**config.mk**
```make
export PLATFORM = sky130hd
export DESIGN_NAME = mitchell_antilog_pipe
export DESIGN_NICKNAME = d
export VERILOG_FILES = /design/src/rtl/mitchell_antilog_pipe.sv
export SDC_FILE = /design/constraint.sdc
export NUM_CORES = 1
export LEC_CHECK = 0
export CAP_MARGIN = 10
export CORE_ASPECT_RATIO = 2
export CORE_MARGIN = 10
export CORE_UTILIZATION = 45
export DETAILED_ROUTE_END_ITERATION = 8
export GPL_ROUTABILITY_DRIVEN = 0
export PLACE_DENSITY_LB_ADDON = 0.15
export SLEW_MARGIN = 20
export SYNTH_ARGS = -nofsm -noshare
export SYNTH_HDL_FRONTEND = slang
export SYNTH_SLANG_ARGS = --single-unit
```
**constraint.sdc**
```tcl
create_clock -name clk -period 2.9 [get_ports clk]
set_input_delay 0.29 -clock clk [delete_from_list [all_inputs] [get_ports clk]]
set_output_delay 0.29 -clock clk [all_outputs]
set_load 0.05 [all_outputs]
```
**src/rtl/mitchell_antilog_pipe.sv**
```systemverilog
// Two-stage pipelined Mitchell antilog decoder: {k, f} -> (1.f) * 2^k as an integer,
// with valid/ready flow control, optional round-half-up, saturation counting and zero bypass.
module mitchell_antilog_pipe #(
    parameter int K_W   = 4,
    parameter int F_W   = 7,
    parameter int OUT_W = 16,
    parameter int CNT_W = 16
) (
    input  logic                 clk,
    input  logic                 rst_n,
    input  logic                 in_valid,
    output logic                 in_ready,
    input  logic [K_W+F_W-1:0]   in_log,
    input  logic                 in_zero,
    input  logic                 round_en,
    output logic                 out_valid,
    input  logic                 out_ready,
    output logic [OUT_W-1:0]     out_data,
    output logic                 out_sat,
    output logic [CNT_W-1:0]     sat_cnt,
    input  logic                 clr_cnt
);

    localparam int RW = OUT_W + F_W + 2;

    logic             s1_valid;
    logic [K_W-1:0]   s1_k;
    logic [F_W:0]     s1_m;
    logic             s1_zero;
    logic             s1_round;
    logic             s2_valid;
    logic             adv1;
    logic             adv2;

    // Handshake: a stage advances when it is empty or the stage after it is moving.
    assign adv2      = !s2_valid || out_ready;
    assign adv1      = !s1_valid || adv2;
    assign in_ready  = adv1;
    assign out_valid = s2_valid;

    logic [31:0]      k32;
    logic [RW-1:0]    m_ext;
    logic [RW-1:0]    r;
    logic [RW-1:0]    rb;
    logic             over;
    logic [OUT_W-1:0] nxt_data;
    logic             nxt_sat;

    always_comb begin
        k32   = 32'(s1_k);
        m_ext = RW'(s1_m);
        r     = '0;
        rb    = '0;
        over  = 1'b0;
        if (k32 >= 32'(F_W)) begin
            // With the leading one at bit F_W, k >= OUT_W always lands at or above 2^OUT_W.
            if (k32 >= 32'(OUT_W))
                over = 1'b1;
            else
                r = m_ext << (k32 - 32'(F_W));
        end else begin
            r  = m_ext >> (32'(F_W) - k32);
            rb = m_ext >> (32'(F_W) - k32 - 32'd1);
            if (s1_round)
                r = r + RW'(rb[0]);
        end
        if ((r >> OUT_W) != '0)
            over = 1'b1;
        nxt_sat  = !s1_zero && over;
        if (s1_zero)
            nxt_data = '0;
        else if (over)
            nxt_data = '1;
        else
            nxt_data = r[OUT_W-1:0];
    end

    always_ff @(posedge clk) begin
        if (!rst_n) begin
            s1_valid <= 1'b0;
            s1_k     <= '0;
            s1_m     <= '0;
            s1_zero  <= 1'b0;
            s1_round <= 1'b0;
            s2_valid <= 1'b0;
            out_data <= '0;
            out_sat  <= 1'b0;
            sat_cnt  <= '0;
        end else begin
            if (adv1) begin
                s1_valid <= in_valid;
                if (in_valid) begin
                    s1_k     <= in_log[K_W+F_W-1:F_W];
                    s1_m     <= {1'b1, in_log[F_W-1:0]};
                    s1_zero  <= in_zero;
                    s1_round <= round_en;
                end
            end
            if (adv2) begin
                s2_valid <= s1_valid;
                if (s1_valid) begin
                    out_data <= nxt_data;
                    out_sat  <= nxt_sat;
                end
            end
            // Clear has priority over a same-cycle saturated delivery.
            if (clr_cnt)
                sat_cnt <= '0;
            else if (s2_valid && out_ready && out_sat && (sat_cnt != '1))
                sat_cnt <= sat_cnt + CNT_W'(1);
        end
    end

endmodule
```
# == Word level (Yosys, flattened, before mapping) ==
# Index checks and enable logic that the tools add are counted.
# op_classes
n_eq_ne,1
n_addsub,5
muxes,5
n_lt_le_gt_ge,1
n_shift,3
bitwise_logic,1
n_reduce_logical,13
# ops
op,count
$mux W25,2
$mux W16,2
$shl A8 B32 Y25,1
$shr A8 B32 Y1,1
$shr A8 B32 Y25,1
$add A25 B1 Y25,1
$reduce_bool A25 Y1,1
$add A16 B1 Y16 const B,1
$ne A16 B16 Y1 const B,1
$sub A5 B2 Y6 const B,1
$sub A3 B4 Y5 const A,1
$sub A4 B3 Y5 const B,1
$ge A4 B3 Y1 const B,1
$logic_and A1 B1 Y1,4
$reduce_and A2 Y1,2
$logic_not A1 Y1,3
$logic_or A1 B1 Y1,2
$reduce_or A2 Y1,1
$mux W1,1
$not A1 Y1,1
# word_totals
output_inout_bits,35
word_cells,38
in_bits,18
register_bits,49

# == Depth between registers and ports, before layout ==
# Gate-level depths: netlist of the first run.
# logic_depth
ltp_word,10
ltp_mapped,14
ltp_nobuf,13

# == Least setup slack after synthesis of the first run ==
# OpenSTA, ideal clock, no wires.
# synth_path
path_type,register to register
from,register s1_k[0]
to,register out_data[6]
setup_time_ns,0.127
period_less_slack_ns,2.974
required_ns,2.773
path_slack_ns,-0.074
path_buffers,3
t_arrival_ns,2.847
path_stages_with_launch,14
cell_sequence,dfxtp_1 -> buf_6 -> buf_6 -> buf_2 -> mux4_1 -> a21oi_1 -> o21a_1 -> nor2_1 -> ha_1 -> ha_1 -> o21ai_0 -> nand4b_1 -> a211oi_1 -> or3_1
# synth_via
elab_chain_len,10
word_cells_on_any_way,14
classes_between,add/sub: 4; order compare: 1; shift: 3; mux: 5; reduce/logical: 1
# synth_lines
item,line,source
start: declaration,27,logic [K_W-1:0] s1_k;
start signal: assignment,93,s1_k <= in_log[K_W+F_W-1:F_W];
$sub A3 B4 Y5,"62, 63",
$sub A5 B2 Y6,63,rb = m_ext >> (32'(F_W) - k32 - 32'd1);
$shr A8 B32 Y1,63,
$add A25 B1 Y25,65,r = r + RW'(rb[0]);
$mux W25,64,if (s1_round)
$mux W25 (*),55,if (k32 >= 32'(F_W)) begin
$reduce_bool A25 Y1,67,if ((r >> OUT_W) != '0)
$mux W1,67,
$mux W16 (*),72,else if (over)
$mux W16 (*),70,if (s1_zero)
end signal: assignment,102,out_data <= nxt_data;
end: declaration,18,"output logic [OUT_W-1:0] out_data,"
# Every way passes the cells marked *; elsewhere a longest branch is shown, timed or not.
# A chain may end at the register's enable or synchronous reset.

# == Worst setup path after layout of the first run ==
# Same ends and word-level chain as after synthesis.

==> results.json, run 1 <==
{
  "synth_compound_area_share_pct": 18.5,
  "ys_warn_count": 0,
  "r2r_end": "out_data[6]",
  "holdPathStages": 2,
  "worst_pin_slew_ns": 0.660,
  "grt_max_degree": 31,
  "synth_adder_area_share_pct": 1.99,
  "vias_per_cell": 5.81,
  "synth_edf_count": 0,
  "crit_type": "reg2reg",
  "synth_top_cells_by_count": "nand2_1, dfxtp_1, a21oi_1, nor2_1, nand3_1",
  "grt_pass1_wl_mm": 14.5,
  "drtIter0Drc": 120,
  "synth_top_family_by_area": "simple AND/OR/NAND/NOR gates",
  "synth_nets": 410,
  "grt_antenna_before_repair": 0,
  "hold_path.startpoint": "out_data[2]",
  "fmax_mhz": 358,
  "leakage_nw": 1.41,
  "root_buffer": "clkbuf_16",
  "cap_violations": 0,
  "start_util_pct": 45.7,
  "drive_above_1_share_pct": 11.2,
  "num_rows": 43,
  "htreeDepth": 2,
  "routedWlPerCell_um": 17.1,
  "yosys.area.top_type": "dfxtp_1",
  "cts_tree": "done",
  "synth-simple-area-share_pct": 28.6,
  "synth_xor_area_share_pct": 5.53,
  "synth_area_um2": 3140,
  "grt_usage_pct": 16.1,
  "drc_errors": 0,
  "clk_pin_slew_ns": 0.07,
  "die_w_um": 79.1,
  "r2r_start": "s1_k[0]",
  "fin_hold_ws_ns": 0.483,
  "coreArea_um2": 6890,
  "min_to": "out_data[2]",
  "final_util_pct": 57.2,
  "clock_skew_ns": 0.00511,
  "synthCells": 387,
  "antenna_left": 0,
  "drv_slew": 0,
  "avgSynthCellArea_um2": 8.12,
  "dieArea_um2": 10900,
  "critPathRequiredTime_ns": 3.08,
  "diodes": 0,
  "finalCriticalPeriod_ns": 2.79,
  "regToRegSetupSlack_ns": 0.11,
  "cts_buffer_depth": 2,
  "hold_viol": 0,
  "numCtsBuffers": 5,
  "hold_path.class": "reg2reg",
  "yosysTopAreaCellShare_pct": 31.2,
  "fin_crit_sh_pct": 96.3,
  "worstPathMaxFanout": 30,
  "areaGrowthSynthToFinish_pct": 25.3,
  "yosys-top-cells-area": "dfxtp_1, nand2_1, a21oi_1",
  "async_reset_ff_share_pct": 0,
  "post_cts_buffers": 0,
  "r2r_cells": 11,
  "wl_mm": 9.00,
  "drtPass1Iterations": 4,
  "startpoint_type": "register",
  "dpl.hpwl_mm": 7.20,
  "place_worst_setup_slack_ns": 0.103,
  "yosys_register_bits": 49,
  "slew-limit-headroom_pct": 55.9,
  "clk_latency_ns": 0.30,
  "io_pins": 53,
  "fin_ws_ns": 0.106,
  "hold_buffers": 0,
  "port_buffers": 52,
  "fillers": 701,
  "num_vias": 3070,
  "seq_area_frac_synth_pct": 31.2,
  "layout.nets": 460,
  "clock-sinks": 49,
  "ys.flop_type": "dfxtp_1",
  "setup_violations": 0,
  "ir_drop_mv": 0.263,
  "status": "finished, final reports clean",
  "synth.distinct_cells": 65,
  "dieHeight_um": 138,
  "finalSetupTns_ns": 0,
  "overflow": 0,
  "cp-end-kind": "register",
  "powerDensity_nw_per_um2": 403,
  "grt_pass1_vias": 3048,
  "synth.area.mux_share_pct": 9.39,
  "synth_most_common_cell": "nand2_1",
  "arrival_ns": 2.98
}
[worst max-delay path, stage by stage (launching register included)]
cell      delay [ns]
dfxtp_1         0.44
buf_12          0.23
mux4_2          0.59
a21oi_1         0.18
o21a_1          0.13
nor2_1          0.04
ha_1            0.21
ha_1            0.22
o21ai_0         0.08
nand4b_1        0.13
a211oi_1        0.07
or3_1           0.34
[layout make-up]
type / instances / area, um^2 / area share, %
multi-input combinational: 308 / 2030 / 51.4
timing repair buffer: 69 / 661 / 16.8
sequential: 49 / 981 / 24.9
tap: 90 / 113 / 2.86
clock buffer: 5 / 125 / 3.17
inverter: 4 / 15.0 / 0.381
clock inverter: 3 / 21.3 / 0.540
[report_power, final]
group	leakage, nW	internal [mW]	switching, mW
clock	0.0702	0.321	0.265
sequential	0.398	0.690	0.0268
combinational	0.941	0.126	0.159
total	1.41	1.14	0.451
[kinds of logic (layout without fill, tap and decap cells)]
family / after synthesis / count (layout)
adder cells (fa/ha/maj): 5 / 5
buffers and inverters: 30 / 81
AND/OR/NAND/NOR: 173 / 173
XOR/XNOR: 19 / 19
flip-flops: 49 / 49
multiplexers: 21 / 21
AO/OA/AOI/OAI: 90 / 90
[state kept, by name (all words and copies together), names as in the netlist]
register   flops
s1_valid       1
out_data      16
out_sat        1
s1_round       1
s1_m           8
s1_k           4
s1_zero        1
out_valid      1
sat_cnt       16
[worst max-delay path by stage]
stage	start	end	depth (start not counted)
final	s1_k[0]	out_data[6]	11
after global routing	s1_k[0]	out_data[6]	11
after CTS	s1_k[0]	out_data[6]	13
after detailed placement	s1_k[0]	out_data[6]	13
after global placement	s1_k[0]	out_data[6]	13
after floorplan	s1_k[0]	out_data[6]	13
[metal layers]
metal	vias up	wire (um)	global-route usage [%]
met4	0	417	9.69
met1	1452	3080	13.7
met5	-	0	0
met2	79	5120	31.6
li1	1512	-	-
met3	27	388	3.57
[cells in the final DEF (no fill, tap or decap), types with 4 or more instances in the layout]
cell type        Yosys  layout
mux2i_1              7       6
buf_4                0      16
ha_1                 5       4
nand2_1             51      51
nand4_1             12      12
mux2_2               8       8
clkbuf_16            0       5
and3_1              10      10
a21oi_1             37      37
or3_1                5       5
xnor2_1              4       4
nor2b_1              5       5
nand2b_1             7       7
o21ai_0             15      15
nand3_1             17      17
a31oi_1              6       6
nor3b_1              4       4
a21o_1               4       4
clkdlybuf4s50_1      0      52
nor2_1              32      32
nor3_1               9       9
xor2_1              14      14
dfxtp_1             49      49
[metrics by stage]
step                      power (mW)  cell area (um^2)  instances
after global routing            1.65              3940        528
after detailed placement        1.01              3780        520
after CTS                       1.59              3930        528
after floorplan                0.919              3140        387
after global placement          1.01              3780        520
final                           1.59              3940        528
[timing repair]
item | 4_1_cts | 5_1_grt
endpoints found under the hold margin | 0 | 0
resized for setup | 0 | 2
endpoints found under the setup margin | 0 | 1
(Power assumes the default switching activity.)
==> run 2: changes to the inputs <==
--- a/config.mk
+++ b/config.mk
@@ -6,12 +6,14 @@
 export NUM_CORES = 1
 export LEC_CHECK = 0
 export CAP_MARGIN = 10
-export CORE_ASPECT_RATIO = 2
+export CORE_ASPECT_RATIO = 0.9
 export CORE_MARGIN = 10
 export CORE_UTILIZATION = 45
+export CTS_CLUSTER_DIAMETER = 100
 export DETAILED_ROUTE_END_ITERATION = 8
 export GPL_ROUTABILITY_DRIVEN = 0
 export PLACE_DENSITY_LB_ADDON = 0.15
+export SKIP_LAST_GASP = 1
 export SLEW_MARGIN = 20
 export SYNTH_ARGS = -nofsm -noshare
 export SYNTH_HDL_FRONTEND = slang
==> run 2 against run 1 <==
  * Sequential cell count did not move
  * Combinational power fell by 2%
  * Final cell count fell by 0.95%
  * Critical endpoint unchanged
==> results.json, run 2 (synthesized netlist as in run 1, its figures left out) <==
{
  "rsz0062_at_grt": "no",
  "startpoint_type": "register",
  "start_util_pct": 47.0,
  "coreArea_um2": 6690,
  "layout_commonest_cell": "clkdlybuf4s50_1",
  "r2r_start": "s1_k[0]",
  "overflow": 0,
  "final_cell_mix": "clkdlybuf4s50_1, nand2_1, dfxtp_1",
  "root_buffer": "clkbuf_8",
  "routedWlPerCell_um": 16.6,
  "finalCriticalPeriod_ns": 2.64,
  "slew-limit-headroom_pct": 52.3,
  "regToRegSetupSlack_ns": 0.26,
  "r2r_end": "out_data[6]",
  "fillers": 627,
  "drtPass1Iterations": 5,
  "critPathRequiredTime_ns": 3.10,
  "wl_mm": 8.69,
  "status": "finished, final reports clean",
  "ir_drop_mv": 0.206,
  "drc_errors": 0,
  "cap_violations": 0,
  "area.sequential_um2": 982,
  "dieHeight_um": 99.3,
  "reg_top3": "out_data x16, sat_cnt x16, s1_m x8",
  "worst_pin_slew_ns": 0.714,
  "min_to": "out_data[10]",
  "layout.nets": 455,
  "grt_max_degree": 31,
  "grt_pass1_wl_mm": 14.5,
  "powerDensity_nw_per_um2": 391,
  "setup_violations": 0,
  "grt_usage_pct": 16.2,
  "drive_above_1_share_pct": 10.4,
  "holdPathStages": 2,
  "htreeDepth": 2,
  "fin_crit_sh_pct": 91.1,
  "fin_area_um2": 3880,
  "hold_viol": 0,
  "arrival_ns": 2.84,
  "diodes": 0,
  "vias_per_cell": 5.87,
  "dpl.hpwl_mm": 6.54,
  "grt_antenna_before_repair": 0,
  "drv_slew": 0,
  "numCtsBuffers": 5,
  "fmax_mhz": 378,
  "cts_buffer_depth": 2,
  "drtIter0Drc": 267,
  "worstPathMaxFanout": 5,
  "clock-sinks": 49,
  "post_cts_buffers": 0,
  "areaGrowthSynthToFinish_pct": 23.3,
  "hold_path.class": "reg2reg",
  "antenna_left": 0,
  "r2r_cells": 13,
  "cp-end-kind": "register",
  "cts_resized": 0,
  "multi_input_area_um2": 2020,
  "port_buffers": 52,
  "io_pins": 53,
  "num_rows": 28,
  "dpl_cell_area_um2": 3740,
  "crit_type": "reg2reg",
  "finalSetupTns_ns": 0,
  "clk_pin_slew_ns": 0.10,
  "clk_latency_ns": 0.31,
  "grt_pass1_vias": 2884,
  "clock_skew_ns": 0.0135,
  "hold_buffers": 0,
  "die_w_um": 108,
  "cts_tree": "done",
  "dieArea_um2": 10700,
  "hold_path.startpoint": "out_data[10]",
  "num_vias": 3072,
  "leakage_nw": 1.37
}
==> run 2: cell count changes in the layout (fill, tap and decap cells not counted) <==
cell	delta
clkinv_2	-1
ha_2	+1
dfxtp_2	+1
ha_1	-1
mux2i_1	+1
buf_4	-5
bufinv_16	+1
mux2i_2	-1
clkbuf_16	-5
dfxtp_1	-1
inv_6	-1
clkbuf_8	+6
==> run 2: stage by stage <==
step                instances  hold slack [ns]  power, mW  utilization [%]  worst slack (ns)
global placement          515            0.470       1.00             55.9             0.218
detailed placement        515            0.473       1.01             55.9             0.146
finish                    523            0.483       1.52             57.9             0.258
global route              523            0.518       1.58             57.9            0.0136
floorplan                 387            0.407      0.919                -          0.000931
CTS                       523            0.486       1.52             57.7             0.133
==> run 2: per-layer routing <==
metal  GRT usage, %  routed length (um)  up-vias
met4           5.13                 163        0
met2           24.9                3980       96
met1           21.9                4060     1460
li1               -                   -     1502
met5              0                   0        -
met3           3.35                 485       14
==> run 2: worst max-delay path by stage <==
stage | from | slack, ns | endpoint | cells after the start
3_3_place_gp | s1_k[0] | 0.22 | out_data[6] | 13
6_report | s1_k[0] | 0.26 | out_data[6] | 13
3_5_place_dp | s1_k[0] | 0.15 | out_data[6] | 13
2_1_floorplan | s1_k[0] | 0.0009 | out_data[6] | 13
5_1_grt | s1_k[1] | 0.01 | out_data[6] | 13
4_1_cts | s1_k[0] | 0.13 | out_data[6] | 13
==> run 2: critical path, stage by stage (launching register included) <==
cell and delay [ns]:
dfxtp_2 0.36, ha_4 0.29, mux2_2 0.35, mux2i_1 0.18, nor2_1 0.06, a21oi_1 0.11
o21a_1 0.12, nor2_1 0.04, ha_1 0.22, ha_2 0.19, o21ai_0 0.08, nand4b_1 0.13
a211oi_1 0.07, or3_1 0.34
==> run 2: cell type report <==
type | count | area share (%)
well taps | 90 | 2.90
clock inverters | 2 | 0.968
multi-input cells | 308 | 52.2
clock buffers | 6 | 2.13
inverters | 4 | 0.387
flip-flops and latches | 49 | 25.3
repair buffers | 64 | 16.1
==> run 2: where the power goes <==
group / internal [mW] / leakage (nW) / switching (mW)
registers: 0.690 / 0.399 / 0.0270
logic: 0.122 / 0.918 / 0.158
clock network: 0.281 / 0.0574 / 0.239
total: 1.09 / 1.37 / 0.424
==> run 3: changes to the inputs <==
--- a/config.mk
+++ b/config.mk
@@ -7,7 +7,7 @@
 export LEC_CHECK = 0
 export CAP_MARGIN = 10
 export CORE_ASPECT_RATIO = 0.9
-export CORE_MARGIN = 10
+export CORE_MARGIN = 4
 export CORE_UTILIZATION = 45
 export CTS_CLUSTER_DIAMETER = 100
 export DETAILED_ROUTE_END_ITERATION = 8
==> run 3 against run 2 <==
  * Clock skew shrank 0.0027 ns
  * Highest routed layer unchanged
  * Clock power is 4.6% lower
  * Die area is 22% lower
  * Sequential cell count is the same
  * Critical path depth did not move
  * Power down 1.8%
  * Global-route usage increased by 5.3 points
  * Non-clock buffer count grew 1
  * Register-to-register slack got worse by 0.098 ns
  * Setup slack worse by 0.098 ns
  * First-iteration DRC count down 29%
  * Maximum frequency fell by 3.6%
==> results.json, run 3 (synthesized netlist as in run 1, its figures left out) <==
{
  "clock_skew_ns": 0.0107,
  "layout_commonest_cell": "clkdlybuf4s50_1",
  "start_util_pct": 47.0,
  "drv_slew": 0,
  "cp-end-kind": "register",
  "path_cells": "ha_2 > mux2_2 > mux2i_1 > nor2_1 > a21oi_1 > o21a_1 > nor2_1 > ha_1 > ha_1 > o21ai_0 > nand4b_1 > a211oi_1 > or3_1",
  "layout.nets": 456,
  "dpl.cell_count": 516,
  "crit_type": "reg2reg",
  "diodes": 0,
  "crit_family": "adder cells",
  "grt_max_degree": 26,
  "wl_mm": 8.50,
  "clk_latency_ns": 0.31,
  "cts_buffer_depth": 2,
  "cap_violations": 0,
  "finalCriticalPeriod_ns": 2.74,
  "final_util_pct": 57.4,
  "fin_ws_ns": 0.160,
  "die_w_um": 96.1,
  "dieArea_um2": 8390,
  "final_cell_mix": "clkdlybuf4s50_1, nand2_1, dfxtp_1",
  "grt_usage_pct": 21.5,
  "io_pins": 53,
  "num_vias": 3055,
  "overflow": 0,
  "num_rows": 28,
  "cts_tree": "done",
  "grt_pass1_vias": 2801,
  "htreeDepth": 2,
  "path_buf_inv": 0,
  "crit_slowest_cell": "ha_2",
  "worst_pin_slew_ns": 0.711,
  "cts_resized": 0,
  "setup_violations": 0,
  "grt_antenna_before_repair": 0,
  "drive_above_1_share_pct": 9.93,
  "drtPass1Iterations": 5,
  "drc_errors": 0,
  "routedWlPerCell_um": 16.2,
  "final_cells": 523,
  "vias_per_cell": 5.84,
  "hold_viol": 0,
  "antenna_left": 0,
  "powerDensity_nw_per_um2": 388,
  "finalSetupTns_ns": 0,
  "grt_pass1_wl_mm": 14.2,
  "rsz0062_at_grt": "no",
  "post_cts_buffers": 0,
  "worstPathMaxFanout": 5,
  "hold_path.class": "reg2reg",
  "numCtsBuffers": 5,
  "total_power_mw": 1.49,
  "coreArea_um2": 6690,
  "status": "finished, final reports clean",
  "arrival_ns": 2.95,
  "startpoint_type": "register",
  "reg_top3": "out_data x16, sat_cnt x16, s1_m x8",
  "hold_buffers": 0,
  "leakage_nw": 1.37,
  "root_buffer": "clkbuf_8",
  "drtIter0Drc": 190,
  "ir_drop_mv": 0.193,
  "critPathRequiredTime_ns": 3.11,
  "areaGrowthSynthToFinish_pct": 22.2,
  "dieHeight_um": 87.3,
  "fin_crit_sh_pct": 94.5,
  "place_worst_setup_slack_ns": 0.163,
  "cp_slowest_stage_delay_ns": 0.38,
  "clk_pin_slew_ns": 0.10,
  "fmax_mhz": 365,
  "slew-limit-headroom_pct": 52.4,
  "port_buffers": 52,
  "dpl.hpwl_mm": 6.32,
  "clock-sinks": 49
}
-- run 3: layout make-up --
class                      instances  area (um^2)
multi-input combinational        308         2010
timing repair buffer              65          618
tap                               90          113
clock buffer                       5         68.8
sequential                        49          981
clock inverter                     2         35.0
inverter                           4         15.0
fill                             636         2850
-- run 3: worst reg2reg max path, stage by stage, from the launching register on --
cell and delay [ns]:
dfxtp_1 0.33, ha_2 0.38, mux2_2 0.36, mux2i_1 0.20, nor2_1 0.06, a21oi_1 0.11, o21a_1 0.12, nor2_1 0.04
ha_1 0.21, ha_1 0.22, o21ai_0 0.08, nand4b_1 0.12, a211oi_1 0.07, or3_1 0.34
-- run 3: routing by layer --
metal / GRT usage [%] / share of wire (%) / routed length (um)
met2: 33.1 / 47 / 3960
met3: 4.06 / 5.4 / 457
met1: 30.0 / 46 / 3910
met5: 0 / 0 / 0
met4: 6.85 / 2.0 / 168
-- run 3: path summary, 6_finish.rpt --
kind	start	endpoint	slack [ns]	depth (start not counted)
max reg2reg	s1_k[0]	out_data[6]	0.16	13
min reg2reg	out_data[7]	out_data[7]	0.48	2
max	s1_k[0]	out_data[6]	0.16	13
min	out_data[7]	out_data[7]	0.48	2
-- run 3: where the power goes --
group,leakage (nW),internal [mW],switching [mW]
combinational,0.922,0.119,0.158
clock,0.0540,0.251,0.245
sequential,0.398,0.690,0.0266
-- run 3: metrics by stage --
| stage | hold WS, ns | area (um^2) |
|---|---|---|
| CTS | 0.481 | 3840 |
| finish | 0.477 | 3840 |
| detailed placement | 0.469 | 3740 |
| floorplan | 0.407 | 3140 |
| global placement | 0.470 | 3740 |
| global route | 0.510 | 3840 |
